[config.mk]
export PLATFORM = sky130hd
export DESIGN_NAME = pipeline_ctrl_flat
export DESIGN_NICKNAME = d
export VERILOG_FILES = /design/src/rtl/pipeline_pkg.sv /design/src/rtl/pipeline_if.sv /design/src/rtl/pipeline_stage.sv /design/src/rtl/pipeline_ctrl.sv /design/src/flat_wrapper.sv
export SDC_FILE = /design/constraint.sdc
export NUM_CORES = 1
export LEC_CHECK = 0
export BUFFER_PORTS_ARGS = -buffer_cell sky130_fd_sc_hd__buf_2
export CORE_MARGIN = 2
export CORE_UTILIZATION = 52
export DETAILED_ROUTE_END_ITERATION = 10
export GPL_TIMING_DRIVEN = 0
export HOLD_SLACK_MARGIN = 0.15
export PLACE_DENSITY = 0.74
export SYNTH_ARGS = -nofsm -noshare
export SYNTH_HDL_FRONTEND = slang
export SYNTH_SLANG_ARGS = --single-unit
[constraint.sdc]
create_clock -name clk -period 4 [get_ports clk]
set_input_delay 0.2 -clock clk [delete_from_list [all_inputs] [get_ports clk]]
set_output_delay 0.2 -clock clk [all_outputs]
set_load 0.01 [all_outputs]
[src/rtl/pipeline_pkg.sv]
`default_nettype none
// ============================================================================
// pipeline_pkg : shared helpers and types for the elastic pipeline controller
// Revision     : 1.0
// ============================================================================
package pipeline_pkg;

  // Occupancy counter width: must represent 0..n inclusive.
  function automatic int count_width(input int n);
    return (n < 1) ? 1 : $clog2(n + 1);
  endfunction

  typedef enum logic [1:0] {
    CNT_HOLD = 2'd0,
    CNT_INC  = 2'd1,
    CNT_DEC  = 2'd2,
    CNT_CLR  = 2'd3
  } cnt_op_e;

endpackage
`default_nettype wire

[src/rtl/pipeline_if.sv]
`default_nettype none
// ============================================================================
// pipeline_if : producer/consumer valid-ready handshake around the pipeline
// Revision    : 1.0
// ============================================================================
interface pipeline_if #(
  parameter int DW = 32
);
  logic          in_valid;
  logic [DW-1:0] in_data;
  logic          in_ready;
  logic          out_valid;
  logic [DW-1:0] out_data;
  logic          out_ready;

  modport master (
    output in_valid, in_data, out_ready,
    input  in_ready, out_valid, out_data
  );

  modport slave (
    input  in_valid, in_data, out_ready,
    output in_ready, out_valid, out_data
  );
endinterface
`default_nettype wire

[src/rtl/pipeline_stage.sv]
`default_nettype none
// ============================================================================
// pipeline_stage : one data register plus valid bit of the elastic pipeline
// Revision       : 1.0
// ============================================================================
module pipeline_stage #(
  parameter int DW = 32
) (
  input  wire logic          clk,
  input  wire logic          nreset,
  input  wire logic          load,
  input  wire logic          in_valid,
  input  wire logic [DW-1:0] in_data,
  output logic               valid,
  output logic [DW-1:0]      data
);

  logic          r_valid;
  logic [DW-1:0] r_data;

  always_ff @(posedge clk or negedge nreset) begin
    if (!nreset) begin
      r_valid <= 1'b0;
    end else if (load) begin
      r_valid <= in_valid;
    end
  end

  // Data is left unreset and only captured with a valid item to avoid toggling.
  always_ff @(posedge clk) begin
    if (load && in_valid) begin
      r_data <= in_data;
    end
  end

  assign valid = r_valid;
  assign data  = r_data;

endmodule
`default_nettype wire

[src/rtl/pipeline_ctrl.sv]
`default_nettype none
// ============================================================================
// pipeline_ctrl : elastic valid/ready controller over an N-stage delay line
// Revision      : 1.0
// ============================================================================
module pipeline_ctrl
  import pipeline_pkg::*;
#(
  parameter  int DW = 32,
  parameter  int N  = 8,
  localparam int CW = count_width(N)
) (
  input  wire logic    clk,
  input  wire logic    nreset,
  input  wire logic    flush,
  pipeline_if.slave    bus,
  output logic [CW-1:0] count,
  output logic          busy
);

  localparam logic [CW-1:0] c_cnt_one = CW'(1);

  logic [N:0]    w_rdy;
  logic [N-1:0]  w_valid;
  logic [DW-1:0] w_data [N];
  logic          w_in_acc;
  logic          w_out_acc;
  cnt_op_e       w_cnt_op;
  logic [CW-1:0] r_count;

  // Ready ripples back from the consumer; an empty stage is always ready.
  always_comb begin
    w_rdy    = '0;
    w_rdy[N] = bus.out_ready;
    for (int i = N - 1; i >= 0; i--) begin
      w_rdy[i] = ~w_valid[i] | w_rdy[i+1];
    end
  end

  assign bus.in_ready  = w_rdy[0] & ~flush;
  assign bus.out_valid = w_valid[N-1];
  assign bus.out_data  = w_data[N-1];

  assign w_in_acc  = bus.in_valid & bus.in_ready;
  assign w_out_acc = bus.out_valid & bus.out_ready;

  generate
    for (genvar i = 0; i < N; i++) begin : g_stage
      logic          w_stage_vin;
      logic [DW-1:0] w_stage_din;

      if (i == 0) begin : g_head
        assign w_stage_vin = w_in_acc;
        assign w_stage_din = bus.in_data;
      end else begin : g_body
        assign w_stage_vin = w_valid[i-1];
        assign w_stage_din = w_data[i-1];
      end

      // Flush forces every stage to load an empty slot.
      pipeline_stage #(
        .DW (DW)
      ) u_stage (
        .clk      (clk),
        .nreset   (nreset),
        .load     (w_rdy[i] | flush),
        .in_valid (w_stage_vin & ~flush),
        .in_data  (w_stage_din),
        .valid    (w_valid[i]),
        .data     (w_data[i])
      );
    end
  endgenerate

  always_comb begin
    w_cnt_op = CNT_HOLD;
    if (flush) begin
      w_cnt_op = CNT_CLR;
    end else if (w_in_acc && !w_out_acc) begin
      w_cnt_op = CNT_INC;
    end else if (w_out_acc && !w_in_acc) begin
      w_cnt_op = CNT_DEC;
    end
  end

  always_ff @(posedge clk or negedge nreset) begin
    if (!nreset) begin
      r_count <= '0;
    end else begin
      case (w_cnt_op)
        CNT_INC:  r_count <= r_count + c_cnt_one;
        CNT_DEC:  r_count <= r_count - c_cnt_one;
        CNT_CLR:  r_count <= '0;
        default:  r_count <= r_count;
      endcase
    end
  end

  assign count = r_count;
  assign busy  = (r_count != '0);

endmodule
`default_nettype wire

[src/flat_wrapper.sv]
// flat-port wrapper written by rule: the top's interface ports become plain ports
module pipeline_ctrl_flat import pipeline_pkg::*;
#(
  parameter  int DW = 32,
  parameter  int N  = 8,
  localparam int CW = count_width(N)
)
  (clk, nreset, flush, count, busy, bus_in_valid, bus_in_data, bus_out_ready, bus_in_ready, bus_out_valid, bus_out_data);
  pipeline_if #(.DW(DW)) bus_i ();
  input  wire logic clk;
  input  wire logic nreset;
  input  wire logic flush;
  output logic [CW-1:0] count;
  output logic busy;
  input wire logic [$bits(bus_i.in_valid)-1:0] bus_in_valid;
  input wire logic [$bits(bus_i.in_data)-1:0] bus_in_data;
  input wire logic [$bits(bus_i.out_ready)-1:0] bus_out_ready;
  output wire logic [$bits(bus_i.in_ready)-1:0] bus_in_ready;
  output wire logic [$bits(bus_i.out_valid)-1:0] bus_out_valid;
  output wire logic [$bits(bus_i.out_data)-1:0] bus_out_data;
  assign bus_i.in_valid = bus_in_valid;
  assign bus_i.in_data = bus_in_data;
  assign bus_i.out_ready = bus_out_ready;
  assign bus_in_ready = bus_i.in_ready;
  assign bus_out_valid = bus_i.out_valid;
  assign bus_out_data = bus_i.out_data;
  pipeline_ctrl #(.DW(DW), .N(N)) u_core (.clk(clk), .nreset(nreset), .flush(flush), .bus(bus_i), .count(count), .busy(busy));
endmodule
-- Yosys cells after proc, flatten, opt, wreduce, memory -nomap -nowiden
Cells that the tools add are included.
- multiplexer cells: 4
- equal/unequal tests: 3
- $add $sub $neg: 2
- order comparisons: 0
- divide/modulo/power cells: 0
- bitwise gates (word level): 36
- $mul: 0
- reductions and logical operators: 14
- shifts and indexed selects: 0
- operator list (kind ; number):
    OR 1 bit ; 16
    one-hot mux 4 bit (3 select lines) ; 1
    bitwise AND 1 bit ; 11
    logical AND 1 bit ; 10
    NOT 1 bit ; 9
    two-way mux 2 bit ; 3
    adder 4 x 1 -> 4 bit, second input constant ; 1
    == test 2 bit, second input constant ; 2
    nonzero test 4 bit ; 1
    subtractor 4 x 1 -> 4 bit, second input constant ; 1
    nonzero test 3 bit ; 1
    == test 2 x 1 -> 1 bit, second input constant ; 1
    logical NOT 1 bit ; 2
- latch bits: 0
- register bits after elaboration: 268
- ROM bits: 0
- logic and storage cells: 76
- input port bits: 37
- memory bits (writable): 0
- output and inout bits: 39
- memories kept: 0

-- Depth between registers and ports, before layout
Gate-level depths: netlist (run 1).
- depth after elaboration: 18
- depth in mapped cells: 8
- depth with buffers taken out: 8

-- Hierarchy
Synthesis (run 1) repeated with hierarchy kept, for this count alone.
- cell total of the unflattened synthesis: 337
- area total of the unflattened synthesis: 8538.2 um2
- modules (own cells, without submodules) (module ; cells an instance ; instances ; area an instance (um2) ; sequential area each (um2)):
    pipeline_stage ; 35 ; 8 ; 1008.5 ; 985.9
    pipeline_ctrl ; 57 ; 1 ; 470.5 ; 100.1

-- Least setup slack after synthesis (run 1)
Ideal clock, no wire load.
- path kind: flip-flop to flip-flop
- start point: reg u_core.g_stage[7].u_stage.r_valid
- end point: reg u_core.g_stage[2].u_stage.r_data[0], enable pin
- buffers on the path: 0
- period minus slack after synthesis: 3.872 ns
- data required time: 3.530 ns
- setup slack: 0.128 ns
- data arrival time: 3.402 ns
- cell stages (with the launch flop): 4
- setup time: 0.470 ns
- cell sequence: dfrtp_1 > and3b_1 > and4_1 > a211oi_1
- longest elaborated chain between the ends: 9
- RTL lines (element ; line ; text):
    start: declaration ; pipeline_stage.sv:18 ; logic r_valid;
    start signal: assignment ; pipeline_stage.sv:25 ; r_valid <= in_valid;
    NOT 1 bit ; pipeline_ctrl.sv:36 ; w_rdy[i] = ~w_valid[i] | w_rdy[i+1];
    OR 1 bit (6 in series) ; pipeline_ctrl.sv:36 ;
    OR 1 bit ; pipeline_ctrl.sv:66 ; .load (w_rdy[i] | flush),
    logical AND 1 bit ; pipeline_stage.sv:31 ; if (load && in_valid) begin
    end signal: assignment ; pipeline_stage.sv:32 ; r_data <= in_data;
    end: declaration ; pipeline_stage.sv:19 ; logic [DW-1:0] r_data;
Every way passes these cells.
A chain may end at the register's enable or synchronous reset.

-- Worst setup path in the final report (run 1)
- start point: in flush
- end point: reg u_core.r_count[1], in the netlist u_core.count[1]
- longest elaborated chain between the ends: 10
- RTL lines (element ; line ; text):
    start: declaration ; flat_wrapper.sv:12 ; input wire logic flush;
    NOT 1 bit ; pipeline_ctrl.sv:40 ; assign bus.in_ready = w_rdy[0] & ~flush;
    bitwise AND 1 bit ; pipeline_ctrl.sv:40 ;
    bitwise AND 1 bit ; pipeline_ctrl.sv:44 ; assign w_in_acc = bus.in_valid & bus.in_ready;
    logical NOT 1 bit ; pipeline_ctrl.sv:81 ; end else if (w_out_acc && !w_in_acc) begin
    logical AND 1 bit ; pipeline_ctrl.sv:81 ;
    two-way mux 2 bit ; pipeline_ctrl.sv:81 ;
    two-way mux 2 bit ; pipeline_ctrl.sv:79 ; end else if (w_in_acc && !w_out_acc) begin
    two-way mux 2 bit (*) ; pipeline_ctrl.sv:77 ; if (flush) begin
    == test 2 bit or == test 2 x 1 -> 1 bit (tied branches) ; pipeline_ctrl.sv:90 ; case (w_cnt_op)
    one-hot mux 4 bit (3 select lines) or nonzero test 3 bit (tied branches) ; n/a ;
    end signal: assignment ; pipeline_ctrl.sv:91 ; CNT_INC: r_count <= r_count + c_cnt_one;
    end signal: assignment ; pipeline_ctrl.sv:92 ; CNT_DEC: r_count <= r_count - c_cnt_one;
    end signal: assignment ; pipeline_ctrl.sv:94 ; default: r_count <= r_count;
    end: declaration ; pipeline_ctrl.sv:29 ; logic [CW-1:0] r_count;
Mark *: on every way between the ends. The rest lies on a longest branch, timed or not.

==> results.md, run 1 <==
- Tcrit/Tclk final: 59.6%
- FMAX: 420 MHz
- R2r worst-path depth: 4
- Total GRT Usage: 12.7%
- Final #Nets: 524
- Net count after synthesis: 375
- Design Area, Final: 10300 um^2
- Avg Cell Area, Syn: 25.0 um^2
- GR Overflow Total: 0
- CP Capture Type: flip-flop
- YS warnings: 0
- HP Class: in -> reg
- Dpl cell area: 9250 um^2
- Clk_lat worst skew: 510 ps
- Detail Route Antenna Nets: 0
- Netlist cell types: 36
- WHS: 208 ps
- Layout area overhead: 22.6%
- Worst stage delay on the critical path: 540 ps
- Num CTS Buffers: 25
- FF+latch count, synth: 268
- CP Cell Sequence: dlygate4sd3_1 -> buf_2 -> buf_1 -> nor2_1 -> xor2_1 -> ha_1 -> nor2_1 -> nand2_1 -> o21ai_0 -> a2111oi_2
- TritonCTS Sinks: 268
- Hold Path Stages: 5
- CP max-delay cell: buf_1
- Largest net degree at the start of global routing: 33
- Die W: 131 um
- Buf+Inv Stages, Crit Path: 3
- Routed WL: 10300 um
- Diode count: 0
- Crit path kind: in -> reg
- Yosys top cell by area: edfxtp_1
- Clk_skew: 9.10 ps
- Final WS setup: 1620 ps
- Initial Utilization: 53.1%
- Pre-CTS setup slack: 1420 ps
- RSZ-0062 raised after global routing: no
- Slew Limit Fails: 0
- Max transition margin: 37.1%
- Crit-path max FO: 10
- Placer Congestion: 0.763
- Vias after detailed routing: 3394
- Ranking of synthesized cells by area: edfxtp_1 91%, dfrtp_1 3.6%, nor2_1 0.67%
- H-tree levels: 1
- Core ar.: 15900 um^2
- Max-Cap Viols: 0
- First-pass GRT wire length: 17500 um
- Reg2reg end: u_core.g_stage[2].u_stage.data[3]
- FILL cells: 1038
- Setup violations, final: 0
- Arr. time, crit path: 2770 ps
- # IOs: 76
- Actual slew at the worst max-slew pin: 942 ps
- DR WL/cell: 14.2 um
- Leak: 0.00355 uW
- Initial antenna violation count: 0
- Port buffer count: 75
- Final Critical Period: 2380 ps
- Vias in the first global route: 3562
- CTS tree: built
- Row count: 46
- Fraction of layout cells with a size suffix above 1: 25.9%
- Post-DR vias/cell: 4.71
- Endpoints failing hold: 0
- Seq/Total Area, Yosys: 94.7%
- Worst reg2reg setup slack: 1740 ps
- Post-DP HPWL: 6210 um
- EDFF count, synth: 256
- Pre-Repair DR Iteration Count: 4
- Hold_sp: bus_out_ready
- Top cell family by delay on the critical path: buffers and inverters
- Pwr/cell area: 509 nW/um^2
- CTS Buffer Depth: 3
- Status: finished clean
- Synth Instances: 337
- Die Ht: 131 um
- Startpoint Class: input port
- Worst Hold Endpoint: u_core.count[1]
- Die ar.: 17200 um^2
- Mapped Area: 8430 um^2
- Reg-to-Reg Start: u_core.g_stage[7].u_stage.valid
- Critical path's most frequent cell: nor2_1
- Post-synth ARST share: 4.48%
- Peak supply drop: 0.363 mV
- CTS clock-pin slew for the worst setup and hold paths: 60 ps
- # DRC: 0
- Top cell type's share of synthesized area: 91.2%
- DR iter-0 viols: 194
- Worst EP required: 4380 ps
- Ys flop type: edfxtp_1
- Design Power: 5260 uW
- CTS root buffer: clkbuf_16
==> registers in the layout, indices dropped and copies added, names as in the netlist <==
name / count
u_core.count: 4
u_core.g_stage.u_stage.valid: 8
u_core.g_stage.u_stage.data: 256
==> layout by cell type (no fill, tap or decap), types with 2 or more instances in the layout <==
master	synthesis	routed
nor2_1	15	15
dlygate4sd3_1	0	36
clkinv_2	0	4
mux2_1	2	2
a21oi_1	6	5
clkbuf_16	0	25
dfrtp_1	12	12
clkinv_1	0	8
and3_1	3	3
nor3b_2	0	5
nor2b_1	3	3
and3b_1	2	2
buf_6	0	10
inv_1	2	2
and4_1	2	2
clkbuf_1	1	8
buf_2	0	75
edfxtp_1	256	256
a31oi_1	2	2
nand2_1	3	3
==> timing repair <==
item	4_1_cts	5_1_grt
gates resized for setup	0	0
endpoints found under the setup margin	0	0
hold endpoints to repair	48	0
hold buffers	36	0
buffers inserted	0	0
==> worst register-to-register path: stages (launching register included) <==
cell,delay (ps)
dfrtp_1,480
and3b_1,310
and4_1,320
a211oi_4,570
buf_8,270
==> worst max path at each step <==
stage,to,cells after the start,start
2_1_floorplan,u_core.g_stage[2].u_stage.data[0],3,u_core.g_stage[7].u_stage.valid
3_3_place_gp,u_core.g_stage[2].u_stage.data[11],3,u_core.g_stage[7].u_stage.valid
3_5_place_dp,u_core.g_stage[0].u_stage.data[13],4,u_core.g_stage[5].u_stage.valid
6_report,u_core.count[1],10,flush
5_1_grt,u_core.count[1],10,flush
4_1_cts,u_core.g_stage[0].u_stage.data[6],4,u_core.g_stage[5].u_stage.valid
==> layer usage <==
| metal | wire [um] | share of wire (%) | up-vias | global-route usage, % |
|---|---|---|---|---|
| met5 | 0 | 0 | - | 0 |
| met4 | 361 | 3.5 | 0 | 7.07 |
| met3 | 679 | 6.6 | 33 | 3.24 |
| met2 | 4790 | 47 | 120 | 19.9 |
| met1 | 4430 | 43 | 1596 | 16.4 |
| li1 | - | - | 1645 | - |
==> area by class of cell <==
| cell class | instances | area [um^2] | area share [%] |
|---|---|---|---|
| plain buffers | 2 | 7.51 | 0.0727 |
| clock buffers | 32 | 652 | 6.31 |
| clock inverters | 14 | 66.3 | 0.642 |
| inverters | 2 | 7.51 | 0.0727 |
| multi-input cells | 65 | 478 | 4.63 |
| flip-flops and latches | 268 | 7990 | 77.3 |
| well taps | 216 | 270 | 2.62 |
| repair buffers | 122 | 863 | 8.36 |
==> Yosys cell counts, types with 2 or more instances <==
| library cell | number |
|---|---|
| and3b_1 | 2 |
| dfrtp_1 | 12 |
| mux2_1 | 2 |
| a31oi_1 | 2 |
| nor3b_1 | 5 |
| nor2_1 | 15 |
| a211oi_1 | 2 |
| and3_1 | 3 |
| inv_1 | 2 |
| and4_1 | 2 |
| a21oi_1 | 6 |
| nand2_1 | 3 |
| nor2b_1 | 3 |
| edfxtp_1 | 256 |
==> cell families after synthesis <==
group	after synthesis	share of synthesized area (%)
adder cells (fa/ha/maj)	1	0.148
XOR/XNOR	1	0.104
flip-flops	268	94.7
AND/OR/NAND/NOR	45	3.24
buffers and inverters	4	0.178
AO/OA/AOI/OAI	16	1.32
multiplexers	2	0.267
==> metrics by stage <==
stage	std cells	TNS (ps)	utilization, %
2_1_floorplan	337	0	-
5_1_grt	721	0	65.0
3_5_place_dp	639	0	58.2
4_1_cts	721	0	65.0
6_report	721	0	65.0
3_3_place_gp	628	-38170	57.1
==> power breakdown <==
part / switching [uW] / internal [uW]
logic: 49.5 / 52.7
registers: 16.2 / 3090
clock network: 902 / 1150
Power figures use the tool's default switching activity.
==> inputs of run 2 (changes only) <==
CORE_UTILIZATION = 58   (was 52)
PLACE_DENSITY = 0.78   (was 0.74)
clock period = 2.3 ns   (was 4 ns; I/O delays follow)
==> results.md, run 2 (synthesis gave the netlist of run 1 again) <==
- CP Cell Sequence: and3b_2 -> and4_4 -> nor3b_4
- Buf+Inv Stages, Crit Path: 0 (-3)
- Clk_lat worst skew: 490 ps (-20 ps)
- Psw: 1610 uW (+67%)
- Largest register FFs: 256 (unchanged)
- Max-Cap Viols: 0 (unchanged)
- Design Area, Final: 10300 um^2 (-0.39%)
- Worst EP required: 2420 ps (-1960 ps)
- CTS clock-pin slew for the worst setup and hold paths: 60 ps (about the same)
- Post-DR vias/cell: 4.82 (+2.3%)
- H-tree levels: 1 (unchanged)
- Endpoints failing hold: 0 (unchanged)
- Final #Nets: 520 (-0.76%)
- Actual slew at the worst max-slew pin: 1310 ps (+371 ps)
- TritonCTS Sinks: 268 (unchanged)
- Clk pwr share: 38.0% (-1.0 points)
- Gate power share: 2.1% (+0.2 points)
- Hold_sp: flush
- Pre-CTS setup slack: -273 ps (-1690 ps)
- Die Ht: 125 um (-5.2%)
- Slew Limit Fails: 0 (unchanged)
- Num CTS Buffers: 23 (-8.0%)
- Row count: 44 (-4.3%)
- Vias in the first global route: 3313 (-7.0%)
- CTS tree: built
- Routed WL: 10900 um (+5.9%)
- Post-DP HPWL: 5130 um (-17%)
- Total GRT Usage: 15.0% (+2.3 points)
- Port buffer count: 75 (unchanged)
- Detail Route Antenna Nets: 0 (unchanged)
- Dpl cell area: 9130 um^2 (-1.3%)
- CP max-delay cell: nor3b_4
- Diode count: 0 (unchanged)
- Pre-Repair DR Iteration Count: 4 (unchanged)
- WHS: 189 ps (-18.8 ps)
- Largest net degree at the start of global routing: 33 (unchanged)
- Hold Path Stages: 3 (-2)
- R2r worst-path depth: 3 (-1)
- Worst Hold Endpoint: u_core.g_stage[5].u_stage.data[1]
- Initial Utilization: 58.7% (+5.6 points)
- Pwr/cell area: 878 nW/um^2 (+72%)
- Top cell family by delay on the critical path: simple AND/OR/NAND/NOR gates
- Net Sw Frac: 17.8% (-0.54 points)
- Commonest non-fill, non-tap cell in the layout: edfxtp_1
- Peak supply drop: 0.637 mV (+76%)
- Die ar.: 15500 um^2 (-10%)
- CP Capture Type: flip-flop
- CTS root buffer: clkbuf_16
- Final Util: 71.6% (+6.6 points)
- Vias after detailed routing: 3270 (-3.7%)
- Crit-path max FO: 16 (+6)
- Initial antenna violation count: 0 (unchanged)
- Tcrit/Tclk final: 92.6%
- Status: finished clean
- Leak: 0.00350 uW (-1.6%)
- Clk_skew: 9.73 ps (+0.630 ps)
- Pint: 7420 uW (+73%)
- First-pass GRT wire length: 17900 um (+1.9%)
- RSZ-0062 raised after global routing: no
- Die W: 125 um (-5.2%)
- Design Power: 9040 uW (+72%)
- Startpoint Class: flip-flop
- Layout area overhead: 22.1%
- Most frequent cells in the layout: 256 x edfxtp_1, 75 x buf_2, 37 x dlygate4sd3_1
- Placer Congestion: 0.791 (+3.8%)
- Crit path kind: reg -> reg
- Max transition margin: 12.5% (-25 points)
- HP Class: in -> reg
- Final WS setup: 170 ps (-1450 ps)
- DR WL/cell: 16.0 um (+13%)
- Setup violations, final: 0 (unchanged)
- Final Critical Period: 2130 ps
- FMAX: 469 MHz
- Arr. time, crit path: 2250 ps (-520 ps)
- Fraction of layout cells with a size suffix above 1: 25.5% (-0.49 points)
- DR iter-0 viols: 180 (-7.2%)
- Core ar.: 14400 um^2 (-9.5%)
- CTS Buffer Depth: 3 (unchanged)
- Worst reg2reg setup slack: 170 ps (-1570 ps)
- Reg2reg end: u_core.g_stage[3].u_stage.data[5]
- Seq pwr share: 59.9% (+0.8 points)
- Worst stage delay on the critical path: 720 ps (+180 ps)
- Reg-to-Reg Start: u_core.g_stage[7].u_stage.valid
- GR Overflow Total: 0 (unchanged)
- # DRC: 0 (unchanged)
- # IOs: 76 (unchanged)
-- run 2: cell types whose count changed in the layout (fill, tap and decap cells not counted), moves of 2 or more --
cell	change
buf_6	-10
buf_8	+2
clkbuf_16	-2
clkinv_1	-4
clkinv_2	-3
nor3b_2	-5
nor3b_4	+8
-- run 2: area by class of cell --
type,instances,area (um^2)
buffer,2,7.51
tap,184,230
clock buffer,31,606
fill,822,4080
inverter,2,7.51
clock inverter,7,58.8
sequential,268,7990
multi-input combinational,69,583
timing repair buffer,116,811
-- run 2: per-stage QoR --
step,TNS (ps),cells
2_1_floorplan,0,337
3_3_place_gp,-9750,596
3_5_place_dp,-23610,597
4_1_cts,0,676
5_1_grt,0,679
6_report,0,679
-- run 2: power groups by stage --
| stage | combinational (uW) | clock [uW] | sequential, uW |
|---|---|---|---|
| 5_1_grt | 202 | 3730 | 5420 |
| 4_1_cts | 179 | 3520 | 5410 |
| 2_1_floorplan | 63.7 | 0 | 5500 |
| 3_3_place_gp | 116 | 0 | 5510 |
| 6_report | 186 | 3440 | 5410 |
| 3_5_place_dp | 123 | 0 | 5510 |
-- run 2: worst register-to-register path: stages, from the launching register on --
cell and delay [ps]:
dfrtp_2 470, and3b_2 300, and4_4 270, nor3b_4 720
-- run 2: per-layer routing --
metal / share of wire [%] / vias up / GRT usage (%)
li1: - / 1639 / -
met1: 39 / 1515 / 18.9
met2: 54 / 105 / 26.3
met3: 5.8 / 11 / 3.39
met4: 1.2 / 0 / 4.63
met5: 0 / - / 0
-- run 2: worst max path at each step --
stage	start	to	slack (ps)	cells after the start
after global routing	u_core.g_stage[7].u_stage.valid	u_core.g_stage[4].u_stage.data[5]	40	3
after CTS	u_core.g_stage[2].u_stage.valid	u_core.g_stage[1].u_stage.data[31]	7	3
final	u_core.g_stage[7].u_stage.valid	u_core.g_stage[3].u_stage.data[5]	170	3
after detailed placement	u_core.g_stage[7].u_stage.valid	u_core.g_stage[2].u_stage.data[5]	-270	3
after floorplan	u_core.g_stage[7].u_stage.valid	u_core.g_stage[2].u_stage.data[0]	8	3
after global placement	u_core.g_stage[7].u_stage.valid	u_core.g_stage[2].u_stage.data[28]	-150	3
-- run 2: timing repair --
action,4_1_cts,5_1_grt
endpoints found under the hold margin,48,0
setup buffers,0,1
gates resized for setup,3,2
setup endpoints to repair,128,51
cloned,4,0
pin swaps,4,0
hold buffers,37,0
==> inputs of run 3 (changes only) <==
ABC_AREA = 1   (was unset)
==> results.md, run 3 <==
- Core ar.: 14400 um^2 (unchanged)
- FMAX: 468 MHz (-0.41%)
- # IOs: 76 (unchanged)
- Metal3 WL: 664 um (+6.2%)
- Pre-Repair DR Iteration Count: 4 (unchanged)
- Worst setup path start: u_core.g_stage[7].u_stage.valid
- YS warnings: 0 (unchanged)
- Dpl cell area: 9080 um^2 (-0.58%)
- Initial Utilization: 58.6% (about the same)
- Peak supply drop: 0.683 mV (+7.2%)
- Die W: 125 um (about the same)
- CP Capture Type: flip-flop
- Netlist cell types: 25 (-31%)
- Non-filler instance count after layout: 707 (+4.1%)
- Most frequent cells after synthesis: 256 x edfxtp_1, 22 x inv_1, 17 x nand2_1, 12 x dfrtp_1, 8 x nand3_1
- Routed WL: 10300 um (-5.3%)
- Slew Limit Fails: 0 (unchanged)
- Hold_sp: bus_in_data[30]
- Fraction of layout cells with a size suffix above 1: 26.2% (+0.74 points)
- Mapped Area: 8420 um^2 (about the same)
- Die Ht: 125 um (about the same)
- RSZ-0062 raised after global routing: no
- # DRC: 0 (unchanged)
- Detail Route Antenna Nets: 0 (unchanged)
- FILL cells: 837 (+1.8%)
- Pwr/cell area: 904 nW/um^2 (+2.9%)
- Worst reg2reg setup slack: 160 ps (about the same)
- Clk_skew: 11.8 ps (+2.12 ps)
- Count leader, synth: edfxtp_1
- TritonCTS Sinks: 268 (unchanged)
- Net count after synthesis: 390 (+4.0%)
- EDFF count, synth: 256 (unchanged)
- Largest register FFs: 256 (unchanged)
- GR Overflow Total: 0 (unchanged)
- CP max-delay cell: clkinvlp_2
- Max-Cap Viols: 0 (unchanged)
- Top cell type's share of synthesized area: 91.3% (about the same)
- Worst EP required: 2340 ps (-80 ps)
- Vias after detailed routing: 3327 (+1.7%)
- Crit path kind: reg -> reg
- Most frequent cells in the layout: 256 x edfxtp_1, 75 x buf_2, 37 x dlygate4sd3_1
- CTS tree: built
- Reg-to-Reg Start: u_core.g_stage[7].u_stage.valid
- Tcrit/Tclk final: 93.0% (+0.38 points)
- Startpoint Class: flip-flop
- Initial antenna violation count: 0 (unchanged)
- CTS Buffer Depth: 3 (unchanged)
- Ys flop type: edfxtp_1
- Status: finished clean
- Largest net degree at the start of global routing: 33 (unchanged)
- Met2 WL: 5260 um (-10%)
- DR WL/cell: 14.6 um (-9.0%)
- CP Cell Sequence: nand4_4 -> nor3_4 -> nand4_2 -> nand3_4 -> clkinvlp_2
- Worst stage delay on the critical path: 570 ps (-150 ps)
- Post-DP HPWL: 5350 um (+4.2%)
- DR iter-0 viols: 144 (-20%)
- Arr. time, crit path: 2180 ps (-70 ps)
- Setup violations, final: 0 (unchanged)
- Post-synth ARST share: 4.48% (unchanged)
- H-tree levels: 1 (unchanged)
- Total GRT Usage: 13.0% (-2.0 points)
- Ranking of synthesized cells by area: edfxtp_1 91%, dfrtp_1 3.6%, inv_1 0.98%
- Routed metal-1 wire length: 4090 um (-3.8%)
- Layout area overhead: 23.2%
- Avg Cell Area, Syn: 23.9 um^2 (-4.3%)
- Vias in the first global route: 3321 (+0.24%)
- Yosys top cell by area: edfxtp_1
- Max transition margin: 30.5% (+18 points)
- Diode count: 0 (unchanged)
- WHS: 328 ps (+139 ps)
- Actual slew at the worst max-slew pin: 1040 ps (-271 ps)
- Cell count after placement: 612 (+2.5%)
- Port buffer count: 75 (unchanged)
- Final #Nets: 543 (+4.4%)
- Endpoints failing hold: 0 (unchanged)
- Highest routed layer: met4
- Row count: 44 (unchanged)
- CTS clock-pin slew for the worst setup and hold paths: 60 ps (about the same)
- Synth Instances: 352 (+4.5%)
- Die ar.: 15500 um^2 (about the same)
- Commonest non-fill, non-tap cell in the layout: edfxtp_1
- Post-DR vias/cell: 4.71 (-2.3%)
- Num CTS Buffers: 24 (+4.3%)
- Crit-path max FO: 16 (unchanged)
- Leak: 0.00362 uW (+3.7%)
- Seq/Total Area, Yosys: 94.8% (about the same)
- CTS root buffer: clkbuf_16
- FF+latch count, synth: 268 (unchanged)
- Design Power: 9380 uW (+3.8%)
- Design Area, Final: 10400 um^2 (+0.86%)
- First-pass GRT wire length: 16000 um (-10%)
- Placer Congestion: 0.746 (-5.7%)
- HP Class: in -> reg
- Final Critical Period: 2140 ps (+8.77 ps)
- Clk_lat worst skew: 500 ps (about the same)
run 3: cell count changes after synthesis, sizes merged, moves of 5 or more:
cell	previous run	this run
nand3	1	10
nor3b	5	0
inv	2	23
o21ai	1	6
nor2	15	6
nand2	3	19
run 3: final timing paths:
path | depth (start not counted) | endpoint
hold reg to reg | 0 | u_core.g_stage[2].u_stage.data[15]
setup / recovery | 5 | u_core.g_stage[0].u_stage.data[4]
max in group asynchronous | 3 | u_core.g_stage[6].u_stage.valid
min in group asynchronous | 3 | u_core.count[0]
setup reg to reg | 5 | u_core.g_stage[0].u_stage.data[4]
hold / removal | 2 | u_core.g_stage[0].u_stage.data[30]
run 3: layout make-up:
| class | count | area, um^2 | area share [%] |
|---|---|---|---|
| Timing Repair inverter | 3 | 20.0 | 0.193 |
| Inverter | 23 | 97.6 | 0.940 |
| Tap cell | 184 | 230 | 2.22 |
| Sequential cell | 268 | 7990 | 76.9 |
| Clock buffer | 28 | 637 | 6.13 |
| Multi-Input combinational cell | 60 | 387 | 3.72 |
| Timing Repair Buffer | 124 | 896 | 8.63 |
| Clock inverter | 16 | 123 | 1.18 |
| Buffer | 1 | 3.75 | 0.0362 |
run 3: through the flow:
stage	worst slack, ps	util, %	setup TNS, ps
after global placement	-305	63.0	-9720
final	161	72.2	0
after detailed placement	-360	63.2	-1160
after CTS	0.332	71.2	0
after floorplan	25.9	-	0
after global routing	2.62	72.2	0
run 3: critical path: cells and delay by family (launching register included):
| kind | cells | cell delay, ps |
|---|---|---|
| buf+inv | 1 | 570 |
| flops | 1 | 410 |
| simple gates | 4 | 700 |
run 3: repair_timing:
| action | in CTS | in global routing |
|---|---|---|
| hold endpoints to repair | 55 | 0 |
| buffers inserted | 1 | 8 |
| pin swaps | 0 | 6 |
| setup endpoints to repair | 4 | 82 |
| resized for setup | 1 | 5 |
| hold buffers | 37 | 0 |
| gates cloned | 1 | 2 |
run 3: where the power goes:
| part | switching [uW] | internal (uW) | total (uW) |
|---|---|---|---|
| Sequential | 30.9 | 5390 | 5420 |
| Combinational | 124 | 106 | 230 |
| Clock | 1540 | 2200 | 3730 |
| Total | 1690 | 7690 | 9380 |
run 3: kinds of logic (layout without fill, tap and decap cells):
kind of cell	after synthesis	in the layout	synth area share (%)
and+or+nand+nor	43	43	2.87
xor gates and xnor gates	1	1	0.104
buffers and inverters	24	195	1.07
DFF	268	268	94.8
adders and majority gates	1	1	0.149
AOI/OAI and AO/OA	15	15	0.981
run 3: layer usage:
layer / GRT usage [%] / vias to the layer above
li1: - / 1665
met3: 3.65 / 28
met4: 6.54 / 0
met2: 21.0 / 113
met5: 0 / -
met1: 16.2 / 1521
